$ cat src/rtl/fetch_sequencer.sv
// -----------------------------------------------------------------------------
// fetch_sequencer
//
// Purpose:
//   Fetch/decode stage that feeds the halt clock-gate stage. It walks a program
//   ROM with a program counter and latches each instruction word. It presents
//   the 2-bit opcode on `instruct` and the operand on `operand`. It also
//   sequences INC, JNO, HALT and NOP instructions.
//
//   Every instruction takes exactly four cycles: FETCH -> WAIT -> LOAD -> EXEC.
//   A HALT parks the FSM in HALTED until `resume` is seen high.
//
// Instruction word (DW bits, DW >= AW+2):
//   [DW-1:DW-2] opcode : 00 INC, 01 JNO, 10 HALT, 11 NOP
//   [AW-1:0]    operand: register index (INC) or jump target (JNO)
//
// Parameters:
//   AW       - program counter / ROM address / operand width
//   DW       - instruction word width
//   RESET_PC - program counter value loaded on reset
//
// Ports:
//   clk        in   system clock, rising edge
//   rst        in   asynchronous, active-high reset
//   step       in   (SINGLE_STEP_EN only) lets FETCH advance by one instruction
//   imem_data  in   ROM read data, valid one cycle after imem_addr
//   ovf        in   accumulator overflow, sampled only in EXEC of a JNO
//   resume     in   level; leaves HALTED when high
//   imem_addr  out  registered ROM read address
//   instruct   out  current opcode to the halt stage
//   operand    out  operand field of the current instruction
//   inc_en     out  one-cycle strobe: increment register `operand`
//   halted     out  high while in HALTED
//   pc         out  current program counter
//
// Configuration macro:
//   SINGLE_STEP_EN - when defined, adds the `step` input. FETCH then waits for
//                    step==1 before advancing. HALTED still needs resume.
// -----------------------------------------------------------------------------
module fetch_sequencer #(
   parameter int          AW       = 4,
   parameter int          DW       = 8,
   parameter int unsigned RESET_PC = 0
) (
   input  logic          clk,
   input  logic          rst,
`ifdef SINGLE_STEP_EN
   input  logic          step,
`endif
   input  logic [DW-1:0] imem_data,
   input  logic          ovf,
   input  logic          resume,
   output logic [AW-1:0] imem_addr,
   output logic [1:0]    instruct,
   output logic [AW-1:0] operand,
   output logic          inc_en,
   output logic          halted,
   output logic [AW-1:0] pc
);

   localparam logic [AW-1:0] LP_RESET_PC = AW'(RESET_PC);

   localparam logic [1:0] OP_INC  = 2'b00;
   localparam logic [1:0] OP_JNO  = 2'b01;
   localparam logic [1:0] OP_HALT = 2'b10;
   localparam logic [1:0] OP_NOP  = 2'b11;

   typedef enum logic [2:0] {
      S_FETCH  = 3'd0,
      S_WAIT   = 3'd1,
      S_LOAD   = 3'd2,
      S_EXEC   = 3'd3,
      S_HALTED = 3'd4
   } state_t;

   state_t        r_state;
   logic [AW-1:0] r_pc;
   logic [AW-1:0] r_imem_addr;
   logic [1:0]    r_instruct;
   logic [AW-1:0] r_operand;
   logic          r_inc_en;
   logic          r_halted;

   logic [1:0]    w_opcode;
   logic [AW-1:0] w_operand;
   logic          w_advance;

   // Sequential successor of a PC; the AW-bit result wraps modulo 2^AW.
   function automatic logic [AW-1:0] f_pc_next(input logic [AW-1:0] p);
      return p + AW'(1);
   endfunction

   // Next PC for a JNO: the jump is taken only when no overflow is flagged.
   function automatic logic [AW-1:0] f_jno_target(input logic [AW-1:0] p,
                                                   input logic [AW-1:0] tgt,
                                                   input logic          v);
      return v ? f_pc_next(p) : tgt;
   endfunction

   assign w_opcode  = imem_data[DW-1:DW-2];
   assign w_operand = imem_data[AW-1:0];

   // Bits between the opcode and the operand carry no meaning.
   generate
      if (DW > AW + 2) begin : g_pad
         logic w_unused_pad;
         assign w_unused_pad = ^imem_data[DW-3:AW];
      end
   endgenerate

`ifdef SINGLE_STEP_EN
   assign w_advance = step;
`else
   assign w_advance = 1'b1;
`endif

   always_ff @(posedge clk or posedge rst) begin
      if (rst) begin
         r_state     <= S_FETCH;
         r_pc        <= LP_RESET_PC;
         r_imem_addr <= LP_RESET_PC;
         r_instruct  <= OP_NOP;
         r_operand   <= '0;
         r_inc_en    <= 1'b0;
         r_halted    <= 1'b0;
      end else begin
         // inc_en is a strobe and is set only on the LOAD->EXEC transition.
         // It therefore can never be high on two consecutive cycles.
         r_inc_en <= 1'b0;
         case (r_state)
            S_FETCH: begin
               if (w_advance) begin
                  r_imem_addr <= r_pc;
                  r_state     <= S_WAIT;
               end
            end
            S_WAIT: begin
               r_state <= S_LOAD;
            end
            // The ROM word is valid here. Latch it and prepare the EXEC strobe
            // so that inc_en and operand line up in the same cycle.
            S_LOAD: begin
               r_instruct <= w_opcode;
               r_operand  <= w_operand;
               r_inc_en   <= (w_opcode == OP_INC);
               r_state    <= S_EXEC;
            end
            S_EXEC: begin
               case (r_instruct)
                  OP_INC: begin
                     r_pc    <= f_pc_next(r_pc);
                     r_state <= S_FETCH;
                  end
                  OP_JNO: begin
                     r_pc    <= f_jno_target(r_pc, r_operand, ovf);
                     r_state <= S_FETCH;
                  end
                  OP_HALT: begin
                     r_halted <= 1'b1;
                     r_state  <= S_HALTED;
                  end
                  OP_NOP: begin
                     r_pc    <= f_pc_next(r_pc);
                     r_state <= S_FETCH;
                  end
                  default: begin
                     r_state <= S_FETCH;
                  end
               endcase
            end
            // instruct still holds HALT from LOAD, which keeps the clock gated.
            // Resuming forces NOP so that the gate opens immediately.
            S_HALTED: begin
               if (resume) begin
                  r_pc       <= f_pc_next(r_pc);
                  r_instruct <= OP_NOP;
                  r_halted   <= 1'b0;
                  r_state    <= S_FETCH;
               end
            end
            default: begin
               r_state <= S_FETCH;
            end
         endcase
      end
   end

   assign imem_addr = r_imem_addr;
   assign instruct  = r_instruct;
   assign operand   = r_operand;
   assign inc_en    = r_inc_en;
   assign halted    = r_halted;
   assign pc        = r_pc;

endmodule
$ cat config.mk
export PLATFORM = sky130hd
export DESIGN_NAME = fetch_sequencer
export DESIGN_NICKNAME = d
export VERILOG_FILES = /design/src/rtl/fetch_sequencer.sv
export SDC_FILE = /design/constraint.sdc
export NUM_CORES = 1
export LEC_CHECK = 0
export CAP_MARGIN = 20
export CORE_MARGIN = 2
export CORE_UTILIZATION = 30
export DETAILED_ROUTE_END_ITERATION = 12
export PLACE_DENSITY = 0.65
export SLEW_MARGIN = 40
export SYNTH_ARGS = -nofsm -noshare
export SYNTH_HDL_FRONTEND = slang
export SYNTH_SLANG_ARGS = --single-unit
$ cat constraint.sdc
create_clock -name clk -period 3.38 [get_ports clk]
set_input_delay 0.676 -clock clk [delete_from_list [all_inputs] [get_ports clk]]
set_output_delay 0.676 -clock clk [all_outputs]
set_load 0.02 [all_outputs]
## Word level (Yosys, flattened, before mapping)

Index checks and enable logic that the tools add are counted.

- Register bits after elaboration: 19
- Input bits: 12
- Output and inout port bits: 16

- Add/sub/neg operators: 1
- Equality and inequality tests: 10
- Mux-type cells: 13
- Reductions and logical operators: 10

Operator list:

| kind | count |
|---|---|
| one-hot mux 4 bit (2 select lines) | 2 |
| one-hot mux 3 bit (5 select lines) | 1 |
| two-way mux 4 bit | 2 |
| equality test 3 x 2 -> 1 bit, second input constant | 2 |
| one-hot mux 3 bit (2 select lines) | 1 |
| AND reduction 3 bit | 2 |
| adder 4 x 1 -> 4 bit, second input constant | 1 |
| equality test 2 bit, second input constant | 2 |
| logical NOT 2 bit | 2 |
| != test 2 bit, second input constant | 2 |
| one-hot mux 2 bit (2 select lines) | 1 |
| nonzero test 2 bit | 2 |
| equality test 3 x 1 -> 1 bit, second input constant | 1 |
| equality test 3 bit, second input constant | 1 |
| logical NOT 3 bit | 1 |
| two-way mux 1 bit | 3 |
| two-way mux 3 bit | 1 |
| != test 3 bit, second input constant | 1 |
| OR reduction 3 bit | 1 |
| equality test 2 x 1 -> 1 bit, second input constant | 1 |
| two-way mux 2 bit | 1 |
| one-hot mux 1 bit (2 select lines) | 1 |
| AND reduction 2 bit | 1 |
| OR reduction 2 bit | 1 |

## Logic depth before layout (Yosys ltp)

- Depth in word-level cells: 4
- Gate-level depth with buffers: 6

## Worst setup path before layout

OpenSTA, ideal clock, no wires.

- Path kind: register to register
- From: register r_instruct[0] (netlist: instruct[0])
- To: register r_pc[3] (netlist: pc[3])
- Setup time: 87 ps
- Arrival: 1,705 ps
- Data required time: 3,293 ps
- Setup slack: 1,588 ps
- Stages on the path, launching flop included: 7
- Period minus slack after synthesis: 1,792 ps
- Cell sequence: dfstp_2 -> inv_1 -> ha_1 -> or3_1 -> clkbuf_2 -> mux2i_1 -> a22oi_1

- Longest elaborated chain between the ends: 4
- Elaborated cells on any way between the ends: 8

Ends and longest elaborated chain:

| what | RTL line | source |
|---|---|---|
| from (decl) | 79 | `logic [1:0] r_instruct;` |
| from (signal assigned) | 143 | `r_instruct <= w_opcode;` |
| equality test 2 bit / logical NOT 2 bit (equally long branches) | 149 | `case (r_instruct)` |
| OR reduction 2 bit (no line) | -- |  |
| one-hot mux 4 bit (2 select lines) / != test 3 bit (equally long branches) | -- |  |
| one-hot mux 4 bit (2 select lines) / AND reduction 3 bit (equally long branches) | -- |  |
| to (signal assigned) | 151 | `r_pc <= f_pc_next(r_pc);` |
| to (signal assigned) | 155 | `r_pc <= f_jno_target(r_pc, r_operand, ovf);` |
| to (signal assigned) | 163 | `r_pc <= f_pc_next(r_pc);` |
| to (decl) | 77 | `logic [AW-1:0] r_pc;` |

Several ways; a longest one is shown, not always the timed one.
A chain may end at the register's enable or synchronous reset.

## Worst setup path in the final report

- From: register r_instruct[1] (netlist: instruct[1])
- To: output port instruct[1]

RTL lines:

| what | RTL line | source |
|---|---|---|
| to (decl) | 54 | `output logic [1:0] instruct,` |

No word-level cell between the ends.

==> results.md <==
* Clock slew at reported path FFs at 0.11 ns
* Critical path capture point type: output pin
* Clock buffer depth at 2
* Via Count at 711
* Path depth of the worst reg2reg path at 5
* Layout cells sized above 1 at 11.40%
* Ratio of final minimum period to clock period at 63.93%
* GR Util met3 at 3.077%
* Worst endpoint required time at 2.70 ns
* Leak pwr at 0.5237 nW
* YS warnings at 0
* Iter 0 DRT Violations at 8
* CTS buffer count at 3
* Top-area cell type share of the netlist area at 48.09%
* Top_reg_cell synth: dfrtp_1
* Routability congestion estimate at 0.7853
* 1st-pass router iterations at 4
* Worst min-delay path class: flip-flop to flip-flop
* Setup TNS at 0 ns
* Max-slew headroom at 52.90%
* Gr busiest metal: met2
* Yosys reg bits at 19
* Clk Latency, worst-skew pair at 0.30 ns
* Routing usage on met1 at 14.12%
* Largest net degree at the start of global routing at 20
* GRT Total Usage at 11.77%
* Final hold viol count at 0
* Outcome: finished, final reports clean
* Crit path from: instruct[1]$_DFFE_PP1P_
* Top delay family on crit path: buffers and inverters
* Initial Utilization at 31.80%
* CTS tree: yes
* Power Dens Cells at 1018 nW/um2
* Syn Std Cell Area at 884.6 um2
* RSZ-0062 raised after global routing: no
* Area Growth Syn to Fin at 33.81%
* Grt ovf at 0
* Max Freq at 0.4628 GHz
* Chip width at 58.30 um
* Clock Sinks at 19
* First-pass GRT wire length at 3118 um
* Initial antenna violation count at 0
* Post-CTS Setup Repair Bufs at 0
* Ports at 28
* Number of global-route vias before repair at 740
* Arr. time, crit path at 1.48 ns
* Syn Nets at 102
* Crit-path cells: clkdlybuf4s50_1
* Synth cell types at 26
* Placed wire-length estimate at 1391 um
* Tmin final at 2.161 ns
* DIE HEIGHT at 58.30 um
* Largest family of logic cells by synthesized area: simple AND/OR/NAND/NOR gates
* Crit path depth at 1
* Hold_buf cts at 0
* GR Util met2 at 20.87%
* Number of port buffers at 25
* Endpoints failing setup at 0
* Final Skew at 0.001868 ns
* Max rail drop VDD at 526.4 uV
* Post-Synth Simple-Gate Area at 18.10%
* Worst flop-to-flop path startpoint: instruct[0]$_DFFE_PP1P_
* Slew Limit Fails at 0
* Max H-tree Level at 1
* Root Driver: clkbuf_4
* Reg2Reg Setup Slack at 1.56 ns
* Row count at 19
* Critical Path Sink: instruct[1]
* Vias per cell at 4.903
* Area of the core at 2781 um2
* Reg2reg end: pc[0]$_DFFE_PP0P_
* Synth area leaders: dfrtp_1 (48%), nand2_1 (8.1%), dfstp_2 (5.9%), mux2_2 (5.1%), ha_1 (4.2%)
* Sequential element share of the synthesized area at 54.03%
* Critical Path Start Type: flip-flop
* Worst stage delay on the critical path at 0.61 ns
* Die area at 3399 um2
* Final WL at 1794 um
* # fillers at 276
* Resized Gates After CTS at 0
* Number of synthesized flops with an enable pin at 0
* Xor and xnor area share after synthesis at 0.9901%
* Number of remaining DRC errors at 0
* Layout Nets at 130
* FFs w/ async S/R, synth at 100.0%
* Mapped Avg Cell Area at 10.17 um2
* ANT nets after route at 0
* Max Cap Violations at 0
* Wire length per cell at 12.37 um
* Post-synthesis mux area share at 7.355%
* Synth area leader: dfrtp_1
* Final Worst Setup Slack at 1.219 ns
* Synth Area in Compound Gates at 10.47%
* CP Max Fanout at 4
* Number of diodes at 0
* Bufs and invs on worst path at 1
* Measured slew at the worst slew-check pin at 0.7058 ns
* Pre-CTS WS at 1.338 ns
* Adder-cell share of the synthesized area at 4.243%
* Worst setup path category: flip-flop to output pin
* Cell count after synthesis at 87
* CP max-delay cell: clkdlybuf4s50_1
-- flip-flops by register name, summed over array words and instances (netlist names) --
register	count
operand	4
pc	4
imem_addr	4
inc_en	1
halted	1
instruct	2
r_state	3
-- Yosys cell counts, drive strengths merged, types with 2 or more instances --
cell type  instances
nand2             19
dfrtp             17
inv                7
o21ai              6
nor2               5
mux2               4
a21oi              3
ha                 3
nor3               3
a22oi              2
dfstp              2
mux2i              2
nor3b              2
-- worst min-delay path by stage --
stage,cells after the start,from,to
global route,1,imem_addr[2]$_DFFE_PP0N_,imem_addr[2]$_DFFE_PP0N_
detailed placement,2,operand[2]$_DFFE_PP0N_,operand[2]$_DFFE_PP0N_
finish,2,operand[3]$_DFFE_PP0N_,operand[3]$_DFFE_PP0N_
floorplan,1,r_state[2]$_DFFE_PP0P_,r_state[0]$_DFFE_PP0P_
CTS,1,r_state[2]$_DFFE_PP0P_,r_state[0]$_DFFE_PP0P_
global placement,1,r_state[2]$_DFFE_PP0P_,r_state[0]$_DFFE_PP0P_
-- report_power, final --
group          switching (mW)  total, mW  leakage [nW]  internal [mW]
sequential              0.105      0.445         0.218          0.341
combinational           0.326      0.643         0.290          0.317
clock                  0.0704      0.116        0.0150         0.0460
total                   0.501       1.20         0.524          0.703
-- worst register-to-register path, stage by stage, from the launching register on --
cell and delay, ns:
dfstp_2 0.55, inv_1 0.06, ha_1 0.30, or3_1 0.45
nor3b_1 0.26, a311oi_1 0.08
-- metrics by stage --
step	cells	instance area (um2)	util [%]	hold slack [ns]	total power [mW]
2_1_floorplan	87	884.6	-	0.4593	0.8523
3_3_place_gp	141	1157	41.61	0.4844	1.070
3_5_place_dp	141	1157	41.61	0.4976	1.100
4_1_cts	145	1184	42.56	0.5221	1.216
5_1_grt	145	1184	42.56	0.5429	1.296
6_report	145	1184	42.56	0.5156	1.204
-- area by class of cell --
type	count	area, um2	share of cell area [%]
Sequential cell	19	478.0	40.38
Tap cell	31	38.79	3.277
Timing Repair Buffer	25	250.2	21.14
Inverter	7	26.28	2.220
Multi-Input combinational cell	59	364.1	30.76
Clock buffer	4	26.28	2.220
-- routing by layer --
| layer | vias up | part of all wire, % |
|---|---|---|
| met4 | 0 | 1.2 |
| met3 | 4 | 7.0 |
| met5 | - | 0 |
| met1 | 335 | 44 |
| met2 | 23 | 48 |
| li1 | 349 | - |
-- cells by family after synthesis --
| kind of cell | Yosys count |
|---|---|
| AO/OA/AOI/OAI | 15 |
| XOR/XNOR | 1 |
| adder cells (fa/ha/maj) | 3 |
| buffers and inverters | 9 |
| flip-flops | 19 |
| multiplexers | 6 |
| AND/OR/NAND/NOR | 34 |
-- cells in the final DEF (no fill, tap or decap), types with 2 or more instances in the layout --
| cell type | synthesis | layout |
|---|---|---|
| clkdlybuf4s50_1 | 0 | 25 |
| nor2_1 | 5 | 5 |
| clkbuf_4 | 0 | 3 |
| inv_1 | 7 | 7 |
| a21oi_1 | 3 | 3 |
| a22oi_1 | 2 | 2 |
| nor3_1 | 3 | 3 |
| nand2_1 | 19 | 19 |
| ha_1 | 3 | 3 |
| o21ai_0 | 6 | 6 |
| mux2i_1 | 2 | 2 |
| dfrtp_1 | 17 | 17 |
| mux2_2 | 4 | 4 |
| dfstp_2 | 2 | 2 |
Power figures use the tool's default switching activity.
